$ cat src/rtl/reg_addr_arbiter.sv
// Round-robin arbiter granting one of NREQ requesters ownership of a shared register-address path.
// Optional hold timeout: define HOLD_TIMEOUT_EN to force release after 16 consecutive GRANT cycles.
module reg_addr_arbiter #(
    parameter int NREQ = 9,
    parameter int AW   = 5
) (
    input  logic                    clk,
    input  logic                    reset,
    input  logic [NREQ-1:0]         req,
    input  logic [NREQ*AW-1:0]      addr_in,
    output logic [NREQ-1:0]         grant,
    output logic [$clog2(NREQ)-1:0] sel,
    output logic [AW-1:0]           out_addr,
    output logic                    busy,
    output logic                    timeout
);
    localparam int SW = $clog2(NREQ);

    typedef enum logic {IDLE, GRANT} state_t;

    state_t          state_q;
    logic [NREQ-1:0] grant_q;
    logic [SW-1:0]   sel_q;
    logic [SW-1:0]   last_q;
    logic            busy_q;
    logic [SW-1:0]   owner_d;
`ifdef HOLD_TIMEOUT_EN
    logic [3:0]      cnt_q;
    logic            timeout_q;
`endif

    // Round-robin search starting just after the previous owner, wrapping modulo NREQ.
    always_comb begin
        owner_d = '0;
        for (int k = NREQ; k >= 1; k--) begin
            automatic logic [SW-1:0] idx = SW'((int'(last_q) + k) % NREQ);
            if (req[idx]) owner_d = idx;
        end
    end

    always_ff @(posedge clk) begin
        if (reset) begin
            state_q   <= IDLE;
            grant_q   <= '0;
            sel_q     <= '0;
            busy_q    <= 1'b0;
            last_q    <= SW'(NREQ - 1);
`ifdef HOLD_TIMEOUT_EN
            cnt_q     <= '0;
            timeout_q <= 1'b0;
`endif
        end else begin
`ifdef HOLD_TIMEOUT_EN
            timeout_q <= 1'b0;
`endif
            case (state_q)
                IDLE: begin
                    if (|req) begin
                        state_q <= GRANT;
                        grant_q <= {{(NREQ-1){1'b0}}, 1'b1} << owner_d;
                        sel_q   <= owner_d;
                        last_q  <= owner_d;
                        busy_q  <= 1'b1;
`ifdef HOLD_TIMEOUT_EN
                        cnt_q   <= '0;
`endif
                    end
                end
                GRANT: begin
                    // Release always passes through IDLE, so owners are separated by a dead cycle.
                    if (!req[sel_q]) begin
                        state_q <= IDLE;
                        grant_q <= '0;
                        busy_q  <= 1'b0;
                    end
`ifdef HOLD_TIMEOUT_EN
                    else if (cnt_q == 4'hF) begin
                        state_q   <= IDLE;
                        grant_q   <= '0;
                        busy_q    <= 1'b0;
                        timeout_q <= 1'b1;
                    end else begin
                        cnt_q <= cnt_q + 4'd1;
                    end
`endif
                end
                default: state_q <= IDLE;
            endcase
        end
    end

    logic [AW-1:0] slot [NREQ];
    for (genvar g = 0; g < NREQ; g++) begin : g_slot
        assign slot[g] = addr_in[g*AW +: AW];
    end

    assign out_addr = busy_q ? slot[sel_q] : '0;
    assign grant    = grant_q;
    assign sel      = sel_q;
    assign busy     = busy_q;
`ifdef HOLD_TIMEOUT_EN
    assign timeout  = timeout_q;
`else
    assign timeout  = 1'b0;
`endif

endmodule

$ cat config.mk
export PLATFORM = sky130hd
export DESIGN_NAME = reg_addr_arbiter
export DESIGN_NICKNAME = d
export VERILOG_FILES = /design/src/rtl/reg_addr_arbiter.sv
export SDC_FILE = /design/constraint.sdc
export NUM_CORES = 1
export LEC_CHECK = 0
export CORE_MARGIN = 2
export CORE_UTILIZATION = 35
export CTS_BUF_LIST = sky130_fd_sc_hd__clkbuf_4 sky130_fd_sc_hd__clkbuf_8 sky130_fd_sc_hd__clkbuf_16
export DETAILED_ROUTE_END_ITERATION = 7
export GPL_TIMING_DRIVEN = 1
export PLACE_DENSITY_LB_ADDON = 0.2
export SLEW_MARGIN = 20
export SYNTH_ARGS = -nofsm -noshare
export SYNTH_HDL_FRONTEND = slang
export SYNTH_SLANG_ARGS = --single-unit
$ cat constraint.sdc
create_clock -name clk -period 8.9 [get_ports clk]
set_input_delay 2.225 -clock clk [delete_from_list [all_inputs] [get_ports clk]]
set_output_delay 2.225 -clock clk [all_outputs]
set_load 0.01 [all_outputs]
==> key figures, run 1 <==
Drt
  – Routed wire per std cell: 19.9 um
  – DRC marker count from the first detailed-route iteration: 660
  – DR vias: 7570
  – Pre-antenna DRT Iters: 6
  – Antenna-violating nets left: 0
  – Vias per cell: 6.13
  – Drt drc: 0
  – DRT Wirelength: 24600 um

Global route
  – GRT overflow: 0
  – Global-route wire length before repair: 38600 um
  – GRT Overall Usage: 22.1%
  – Largest net degree at the start of global routing: 44
  – Vias in the first global route: 6941
  – Initial antenna violation count: 0

Timing
  – Final TNS setup: 0 ps
  – RSZ-0062 raised after global routing: no
  – Tmin final: 6300 ps
  – Slew HR: 31.6%
  – FMAX: 159 MHz
  – Least-Margin Pin Slew: 1010 ps
  – Worst clock skew: 3.88 ps
  – Setup ws final: 2600 ps
  – Final period util: 70.8%
  – Hold WS: 451 ps
  – Setup violations, final: 0
  – Fin. max-slew vios: 0
  – Final hold vios: 0

Worst setup path
  – Slowest Stage Delay on Critical Path: 750 ps
  – Crit Path Class: reg -> reg
  – Slowest cell on crit path: a32oi_1
  – WP data arrival: 6450 ps
  – Worst Setup Start Kind: flop
  – Req. time, crit path: 9050 ps
  – Crit-path max FO: 22
  – Cells along the critical path: buf_4 > ha_1 > inv_2 > a32oi_1 > inv_1 > ha_1 > nor3b_1 > nor3_1 > o31ai_1 > xnor2_1 > mux4_2 > nand2b_1 > a21boi_2 > o211ai_1 > nand2b_1 > a211oi_2 > o21ai_1 > o31ai_1
  – Crit path max-delay family: compound AO/OA/AOI/OAI gates
  – CP bufs+invs: 3
  – Setup crit end kind: flop

Floorplanning
  – FP Rows: 51
  – Chip width: 145 um
  – Full die area: 21100 um^2
  – Die height: 145 um
  – Ports: 76
  – Starting density of the core: 35.8%
  – CORE AREA: 19500 um^2

Clocking
  – CTS Hold Bufs: 0
  – TritonCTS buffer count: 3
  – Root Driver: clkbuf_16
  – TritonCTS Sinks: 16
  – TritonCTS clock tree: yes
  – Clk Latency, worst-skew pair: 240 ps
  – H-tree level count: 1
  – Worst-path clk slew: 50 ps
  – Setup Fix Bufs, Post-CTS: 0
  – Post-cts gate resize count: 0
  – Clock Tree Buf Depth: 2

Synthesis
  – YS warnings: 0
  – Yosys cell types: 113
  – Top cell type's share of synthesized area: 9.47%
  – Post-Synthesis Cells: 946
  – Post-synthesis net count: 1055
  – Synth top area cells: ha_1, mux2i_1, mux4_2
  – Synth cell count leaders: nand2_1, nor2_1, a21oi_1
  – Most common cell in the synthesized netlist: nand2_1
  – Synth Register Bits: 16
  – Post-synth EDFFs: 0
  – Synth Area per Inst: 7.40 um^2
  – Mapped Area: 7000 um^2
  – Seq/Total Area, Yosys: 4.58%
  – Cell taking the most area after synthesis: ha_1
  – Post-synth ARST share: 0%
  – Top FF cell, synth: dfxtp_1

Finish
  – Filler cells: 2042
  – NumNets Final: 1080
  – Layout cells sized above 1: 10.9%
  – Area delta synth->final: 12.9%
  – Diodes inserted: 0

Job
  – Maxcap violations: 0

Run status
  – Status: finished, final reports clean

Placement
  – Pre-CTS setup slack: 2610 ps
  – GP Congestion: 1.01
  – IO Port Bufs: 74
  – Post-DP HPWL: 18700 um

Worst hold path
  – Min-Delay Path Class: reg -> reg
cell families (layout without fill, tap and decap cells):
family / count (synthesis) / count (layout) / synth area share (%)
compound gates: 338 / 338 / 36.8
simple gates: 336 / 336 / 25.3
buf+inv: 107 / 131 / 7.04
mux: 64 / 64 / 11.9
fa+ha+maj: 53 / 53 / 9.47
xor+xnor: 31 / 31 / 4.88
flops: 16 / 16 / 4.58
other cells: 1 / 1 / 0.0536
flip-flops by register name (all words and copies together) (netlist names):
name and flops:
busy 1, grant 9, last_q 1, sel 4, state_q 1
worst paths after layout:
kind | slack [ps] | endpoint | startpoint | depth (start not counted)
max | 2600 | grant[1] | sel[2] | 18
min reg2reg | 450 | grant[7] | grant[7] | 2
max reg2reg | 2600 | grant[1] | sel[2] | 18
min | 450 | grant[7] | grant[7] | 2
layout make-up:
cell class              instances  area (um^2)  area share [%]
clock buffers                   4         82.6            1.05
inverters                      44          165            2.09
multi-input cells             823         6190            78.3
flip-flops and latches         16          325            4.12
well taps                     265          332            4.20
repair buffers                 83          808            10.2
stage by stage:
stage               util, %  area [um^2]  std cells
floorplan                 -         7000        946
global route           40.5         7900       1235
CTS                    40.5         7900       1235
finish                 40.5         7900       1235
global placement       40.0         7820       1231
detailed placement     40.0         7820       1231
metal layers:
layer	up-vias	share of wire, %	global-route usage (%)
met5	-	0	0
met4	0	2.2	4.71
met3	38	6.2	3.51
met2	263	44	34.6
met1	3621	47	32.0
li1	3648	-	-
cell usage in the layout (no fill, tap or decap), types with 8 or more instances in the layout:
cell type	netlist	layout
or2_2	9	9
a22oi_1	9	9
nand3b_1	9	9
mux2i_1	44	44
nor2_1	63	63
o21ai_0	45	45
nand2_1	88	88
mux4_2	15	15
and3_1	10	10
nor2b_1	10	10
o21a_1	12	12
xnor2_1	22	22
a211o_1	8	8
a21o_1	11	11
dfxtp_1	16	14
and2_1	18	18
a31oi_1	13	13
buf_4	12	9
a211oi_1	16	16
or3_1	8	8
clkdlybuf4s50_1	0	74
inv_1	35	35
a21oi_1	60	60
nor3_1	21	21
ha_1	53	53
nand3_1	37	37
o31ai_1	23	23
o211ai_1	17	17
nand2b_1	20	20
worst reg2reg max path, cell delays in order (launching register included):
cell and delay (ps):
dfxtp_2 580, buf_4 400, ha_1 600, inv_2 230, a32oi_1 750, inv_1 250, ha_1 280, nor3b_1 150
nor3_1 340, o31ai_1 140, xnor2_1 440, mux4_2 390, nand2b_1 110, a21boi_2 380, o211ai_1 180, nand2b_1 190
a211oi_2 310, o21ai_1 220, o31ai_1 270
Power of run 1 is left out: the tool's default activity adds up to more than one toggle a clock period on the data nets, which glitch-free logic cannot reach.
==> inputs of run 2 (changes only) <==
==> constraint.sdc (replaced) <==
create_clock -name clk -period 5.36 [get_ports clk]
set_input_delay 1.34 -clock clk [delete_from_list [all_inputs] [get_ports clk]]
set_output_delay 1.34 -clock clk [all_outputs]
set_load 0.01 [all_outputs]
==> run 2 against run 1 <==
Effect of this change: fmax rose by 23%; non-clock buffer count rose by 72; flip-flop and latch count did not move; core utilization rose by 4.0 points; first-iteration DRC count rose by 42%; highest routed layer unchanged.
==> key figures, run 2 (synthesis results as in run 1) <==
Worst setup path
  – R2R Setup Slk: 230 ps (-2370 ps)
  – Setup crit end kind: flop
  – Crit path max-delay family: simple AND/OR/NAND/NOR gates
  – Crit Path Class: reg -> reg
  – Crit-path max FO: 13 (-41%)
  – Slowest Stage Delay on Critical Path: 540 ps (-210 ps)
  – Req. time, crit path: 5490 ps (-3560 ps)
  – Cells along the critical path: ha_1 > xor2_4 > inv_2 > ha_1 > or2_2 > nor3_1 > a221oi_2 > buf_4 > ha_1 > or4_1 > a21boi_0 > or2_2 > or4b_1 > a211oi_1 > o311ai_0 > a41oi_1 > or4_4 > o31ai_1
  – CP bufs+invs: 2 (-1)
  – Slowest cell on crit path: or4_1
  – WP data arrival: 5250 ps (-1200 ps)
  – Crit-path most repeated cell: ha_1
  – Worst Setup Start Kind: flop

Clocking
  – TritonCTS clock tree: yes
  – H-tree level count: 1 (unchanged)
  – TritonCTS buffer count: 3 (unchanged)
  – Worst-path clk slew: 60 ps (about the same)
  – TritonCTS Sinks: 16 (unchanged)
  – Clk Latency, worst-skew pair: 260 ps (+20 ps)
  – Root Driver: clkbuf_16
  – Clock Tree Buf Depth: 2 (unchanged)

Placement
  – Pre-CTS setup slack: 174 ps (-2440 ps)
  – Post-DP HPWL: 21300 um (+14%)
  – IO Port Bufs: 74 (unchanged)
  – GP Congestion: 0.971 (-3.8%)

Global route
  – Initial antenna violation count: 0 (unchanged)
  – Global-route wire length before repair: 41500 um (+7.6%)
  – GRT overflow: 0 (unchanged)
  – Largest net degree at the start of global routing: 55 (+25%)
  – GRT Overall Usage: 24.1% (+2.0 points)
  – Vias in the first global route: 7420 (+6.9%)

Drt
  – DRC marker count from the first detailed-route iteration: 935 (+42%)
  – Vias per cell: 6.11 (-0.24%)
  – Routed wire per std cell: 20.4 um (+2.7%)
  – Pre-antenna DRT Iters: 5 (-1)
  – Antenna-violating nets left: 0 (unchanged)
  – DR vias: 7992 (+5.6%)
  – DRT Wirelength: 26700 um (+8.7%)
  – Drt drc: 0 (unchanged)

Floorplanning
  – FP Rows: 51 (unchanged)
  – Die height: 145 um (unchanged)
  – Full die area: 21100 um^2 (unchanged)
  – Starting density of the core: 35.8% (unchanged)
  – CORE AREA: 19500 um^2 (unchanged)
  – Chip width: 145 um (unchanged)
  – Ports: 76 (unchanged)

Timing
  – FMAX: 195 MHz (+23%)
  – Least-Margin Pin Slew: 934 ps (-77.8 ps)
  – Slew HR: 37.2% (+5.6 points)
  – Setup ws final: 233 ps (-2370 ps)
  – Fin. max-slew vios: 0 (unchanged)
  – Setup violations, final: 0 (unchanged)
  – Worst clock skew: 7.45 ps (+3.57 ps)
  – Tmin final: 5130 ps (-1170 ps)
  – Final TNS setup: 0 ps (unchanged)
  – Final hold vios: 0 (unchanged)
  – Final period util: 95.7% (+25 points)

Finish
  – Filler cells: 1995 (-2.3%)
  – Max FFs per register: 9 (unchanged)
  – Area delta synth->final: 23.9%
  – Layout cells sized above 1: 19.9% (+8.9 points)
  – Diodes inserted: 0 (unchanged)
  – Reg area: 325 um^2 (unchanged)
  – Most common cell after layout, fill and taps aside: nand2_1
  – Multi-input gate area: 6400 um^2 (+3.4%)
  – NumNets Final: 1152 (+6.7%)
  – Highest-count cells in the layout ignoring fill and taps: nand2_1, buf_4, clkdlybuf4s50_1

Run status
  – Status: finished, final reports clean

Job
  – Maxcap violations: 0 (unchanged)

Worst hold path
  – Min-Delay Path Class: reg -> reg
==> run 2: cell count changes in the layout (fill, tap and decap cells not counted), sizes merged <==
cell	delta
buf	+72
==> run 2: final timing paths <==
kind | start | to | cells past startpoint
max | sel[0] | grant[2] | 18
min | grant[5] | grant[5] | 2
max reg2reg | sel[0] | grant[2] | 18
min reg2reg | grant[5] | grant[5] | 2
==> run 2: per-layer routing <==
metal	GRT usage [%]	vias up	part of all wire (%)
met5	0	-	0
met3	2.76	58	6.5
met4	5.83	0	2.3
met1	33.6	3789	45
li1	-	3814	-
met2	39.7	331	46
==> run 2: tightest hold or removal path, delay by kind of cell, from the launching register on <==
family,cells,cell delay [ps]
DFF,1,320
and+or+nand+nor,1,50
AOI/OAI and AO/OA,1,50
==> run 2: final cells by class <==
type	instances	area share, %
multi-input combinational	823	73.7
inverter	44	1.96
clock buffer	4	1.02
tap	265	3.82
sequential	16	3.75
timing repair buffer	155	15.7
==> run 2: repair_timing <==
action | CTS | global route
endpoints found under the hold margin | 0 | 0
hold buffers | 0 | 0
endpoints found under the setup margin | 0 | 10
buffers inserted | 0 | 3
resized for setup | 0 | 14
==> run 2: stage by stage <==
| stage | hold slack (ps) | cell area (um^2) | utilization, % | cells |
|---|---|---|---|---|
| 6_report | 455 | 8670 | 44.4 | 1307 |
| 5_1_grt | 474 | 8670 | 44.4 | 1307 |
| 4_1_cts | 458 | 8560 | 43.8 | 1304 |
| 3_5_place_dp | 448 | 8470 | 43.4 | 1300 |
| 3_3_place_gp | 443 | 8470 | 43.4 | 1300 |
| 2_1_floorplan | 475 | 7200 | - | 946 |
Power of run 2 is left out for the same reason.
==> inputs of run 3 (changes only) <==
--- a/config.mk
+++ b/config.mk
@@ -11,6 +11,7 @@
 export DETAILED_ROUTE_END_ITERATION = 7
 export GPL_TIMING_DRIVEN = 1
 export PLACE_DENSITY_LB_ADDON = 0.2
+export SKIP_CTS_REPAIR_TIMING = 1
 export SLEW_MARGIN = 20
 export SYNTH_ARGS = -nofsm -noshare
 export SYNTH_HDL_FRONTEND = slang
==> constraint.sdc (replaced) <==
create_clock -name clk -period 5.36 [get_ports clk]
set_input_delay 1.072 -clock clk [delete_from_list [all_inputs] [get_ports clk]]
set_output_delay 1.072 -clock clk [all_outputs]
set_load 0.01 [all_outputs]
==> run 3 against run 2 <==
Effect of this change: flip-flop and latch count unchanged; largest cell class unchanged; first-iteration DRC count down 41%; routed wire length up 0.16%; final area down 0.43%; die area unchanged; highest routed layer unchanged; sequential share of layout area about the same; hold slack worse by 4.5 ps; critical endpoint is now sel[1]; via count down 0.24%; cell count down 0.54%; core utilization down 0.19 points.
==> key figures, run 3 (synthesis results as in run 1) <==
Global route
  – GRT Overall Usage: 24.4% (+0.35 points)
  – GRT overflow: 0 (unchanged)
  – Initial antenna violation count: 0 (unchanged)
  – Global-route wire length before repair: 42300 um (+2.0%)
  – Vias in the first global route: 7511 (+1.2%)
  – Largest net degree at the start of global routing: 38 (-31%)

Worst setup path
  – Crit-path max FO: 13 (unchanged)
  – Worst R2R End: sel[1]
  – WP data arrival: 5290 ps (+40 ps)
  – Setup crit end kind: flop
  – R2R Setup Slk: 280 ps (+40 ps)
  – Worst Setup Start Kind: flop
  – Req. time, crit path: 5560 ps (+70 ps)
  – Crit Path Class: reg -> reg
  – FF-to-FF Start: sel[1]
  – Worst Reg-to-Reg Cells: 20 (+2)

Clocking
  – Root Driver: clkbuf_16
  – Clock Tree Buf Depth: 2 (unchanged)
  – TritonCTS buffer count: 3 (unchanged)
  – TritonCTS clock tree: yes
  – Clk Latency, worst-skew pair: 260 ps (about the same)
  – Worst-path clk slew: 60 ps (about the same)
  – TritonCTS Sinks: 16 (unchanged)
  – H-tree level count: 1 (unchanged)

Worst hold path
  – Hold path endpoint: grant[4]
  – Hold path start: grant[4]
  – Min-Delay Path Class: reg -> reg
  – Hold Crit Depth: 2 (unchanged)

Job
  – Maxcap violations: 0 (unchanged)

Finish
  – NumNets Final: 1145 (-0.61%)
  – Most common cell after layout, fill and taps aside: nand2_1
  – Layout cells sized above 1: 19.3% (-0.54 points)
  – Diodes inserted: 0 (unchanged)
  – Area delta synth->final: 23.4%
  – Final instance area: 8640 um^2 (-0.43%)
  – Highest-count cells in the layout ignoring fill and taps: nand2_1, clkdlybuf4s50_1, buf_4
  – Max FFs per register: 9 (unchanged)

Drt
  – DRT Wirelength: 26700 um (+0.16%)
  – Antenna-violating nets left: 0 (unchanged)
  – Pre-antenna DRT Iters: 6 (+1)
  – DRC marker count from the first detailed-route iteration: 552 (-41%)
  – DR vias: 7973 (-0.24%)
  – Routed wire per std cell: 20.6 um (+0.70%)
  – Vias per cell: 6.13 (+0.30%)
  – Drt drc: 0 (unchanged)

Placement
  – IO Port Bufs: 74 (unchanged)
  – GP Congestion: 0.960 (-1.2%)
  – Post-DP HPWL: 21200 um (-0.62%)
  – Area of placed instances: 8380 um^2 (-1.0%)

Run status
  – Status: finished, final reports clean

Floorplanning
  – Ports: 76 (unchanged)
  – CORE AREA: 19500 um^2 (unchanged)
  – Full die area: 21100 um^2 (unchanged)
  – Die height: 145 um (unchanged)
  – FP Rows: 51 (unchanged)
  – Starting density of the core: 35.8% (unchanged)
  – Chip width: 145 um (unchanged)

Timing
  – Tmin final: 5080 ps (-44.8 ps)
  – RSZ-0062 raised after global routing: no
  – Final TNS setup: 0 ps (unchanged)
  – Slew HR: 36.6% (-0.58 points)
  – Least-Margin Pin Slew: 947 ps (+13.1 ps)
  – Worst clock skew: 8.62 ps (+1.17 ps)
  – FMAX: 197 MHz (+0.88%)
  – Final period util: 94.8% (-0.84 points)
  – Final hold vios: 0 (unchanged)
  – Fin. max-slew vios: 0 (unchanged)
  – Setup violations, final: 0 (unchanged)
run 3: metal layers:
metal	up-vias	GRT usage, %	routed length, um
li1	3790	-	-
met1	3817	34.4	12100
met2	306	39.5	12000
met3	60	2.82	1740
met4	0	6.62	856
met5	-	0	0
run 3: through the flow:
| stage | cells | utilization (%) | hold WS (ps) | worst slack, ps |
|---|---|---|---|---|
| 2_1_floorplan | 946 | - | 475 | -27.1 |
| 3_3_place_gp | 1290 | 42.9 | 445 | 275 |
| 3_5_place_dp | 1290 | 42.9 | 443 | 166 |
| 4_1_cts | 1294 | 43.4 | 455 | 137 |
| 5_1_grt | 1300 | 44.2 | 475 | 3.32 |
| 6_report | 1300 | 44.2 | 451 | 278 |
run 3: cell type report:
cell class	count	area [um^2]
clock buffers	4	82.6
fillers	2038	10900
inverters	44	174
multi-input cells	823	6430
flip-flops and latches	16	325
well taps	265	332
repair buffers	148	1300
run 3: worst max path at each step:
stage            from       end  slack, ps
5_1_grt        sel[1]    sel[1]          3
3_3_place_gp   sel[1]  grant[1]        270
4_1_cts        sel[1]  grant[1]        140
2_1_floorplan  sel[0]  grant[0]        -30
6_report       sel[1]    sel[1]        280
3_5_place_dp   sel[1]  grant[1]        170
run 3: worst max-delay path, cell delays in order, from the launching register on:
cell      delay, ps
dfxtp_1         400
buf_4           230
ha_1            340
buf_4           220
and3b_1         370
nor2_1          100
nand2_1          80
ha_1            210
nand2b_1        230
a21o_1          220
o221ai_2        210
a221o_1         180
xnor2_1          80
a21oi_1         420
mux2i_1         300
o21a_1          250
or3b_1          390
a211oi_2        220
nor2_1          150
a211oi_1        250
buf_4           160
Power of run 3 is left out for the same reason.
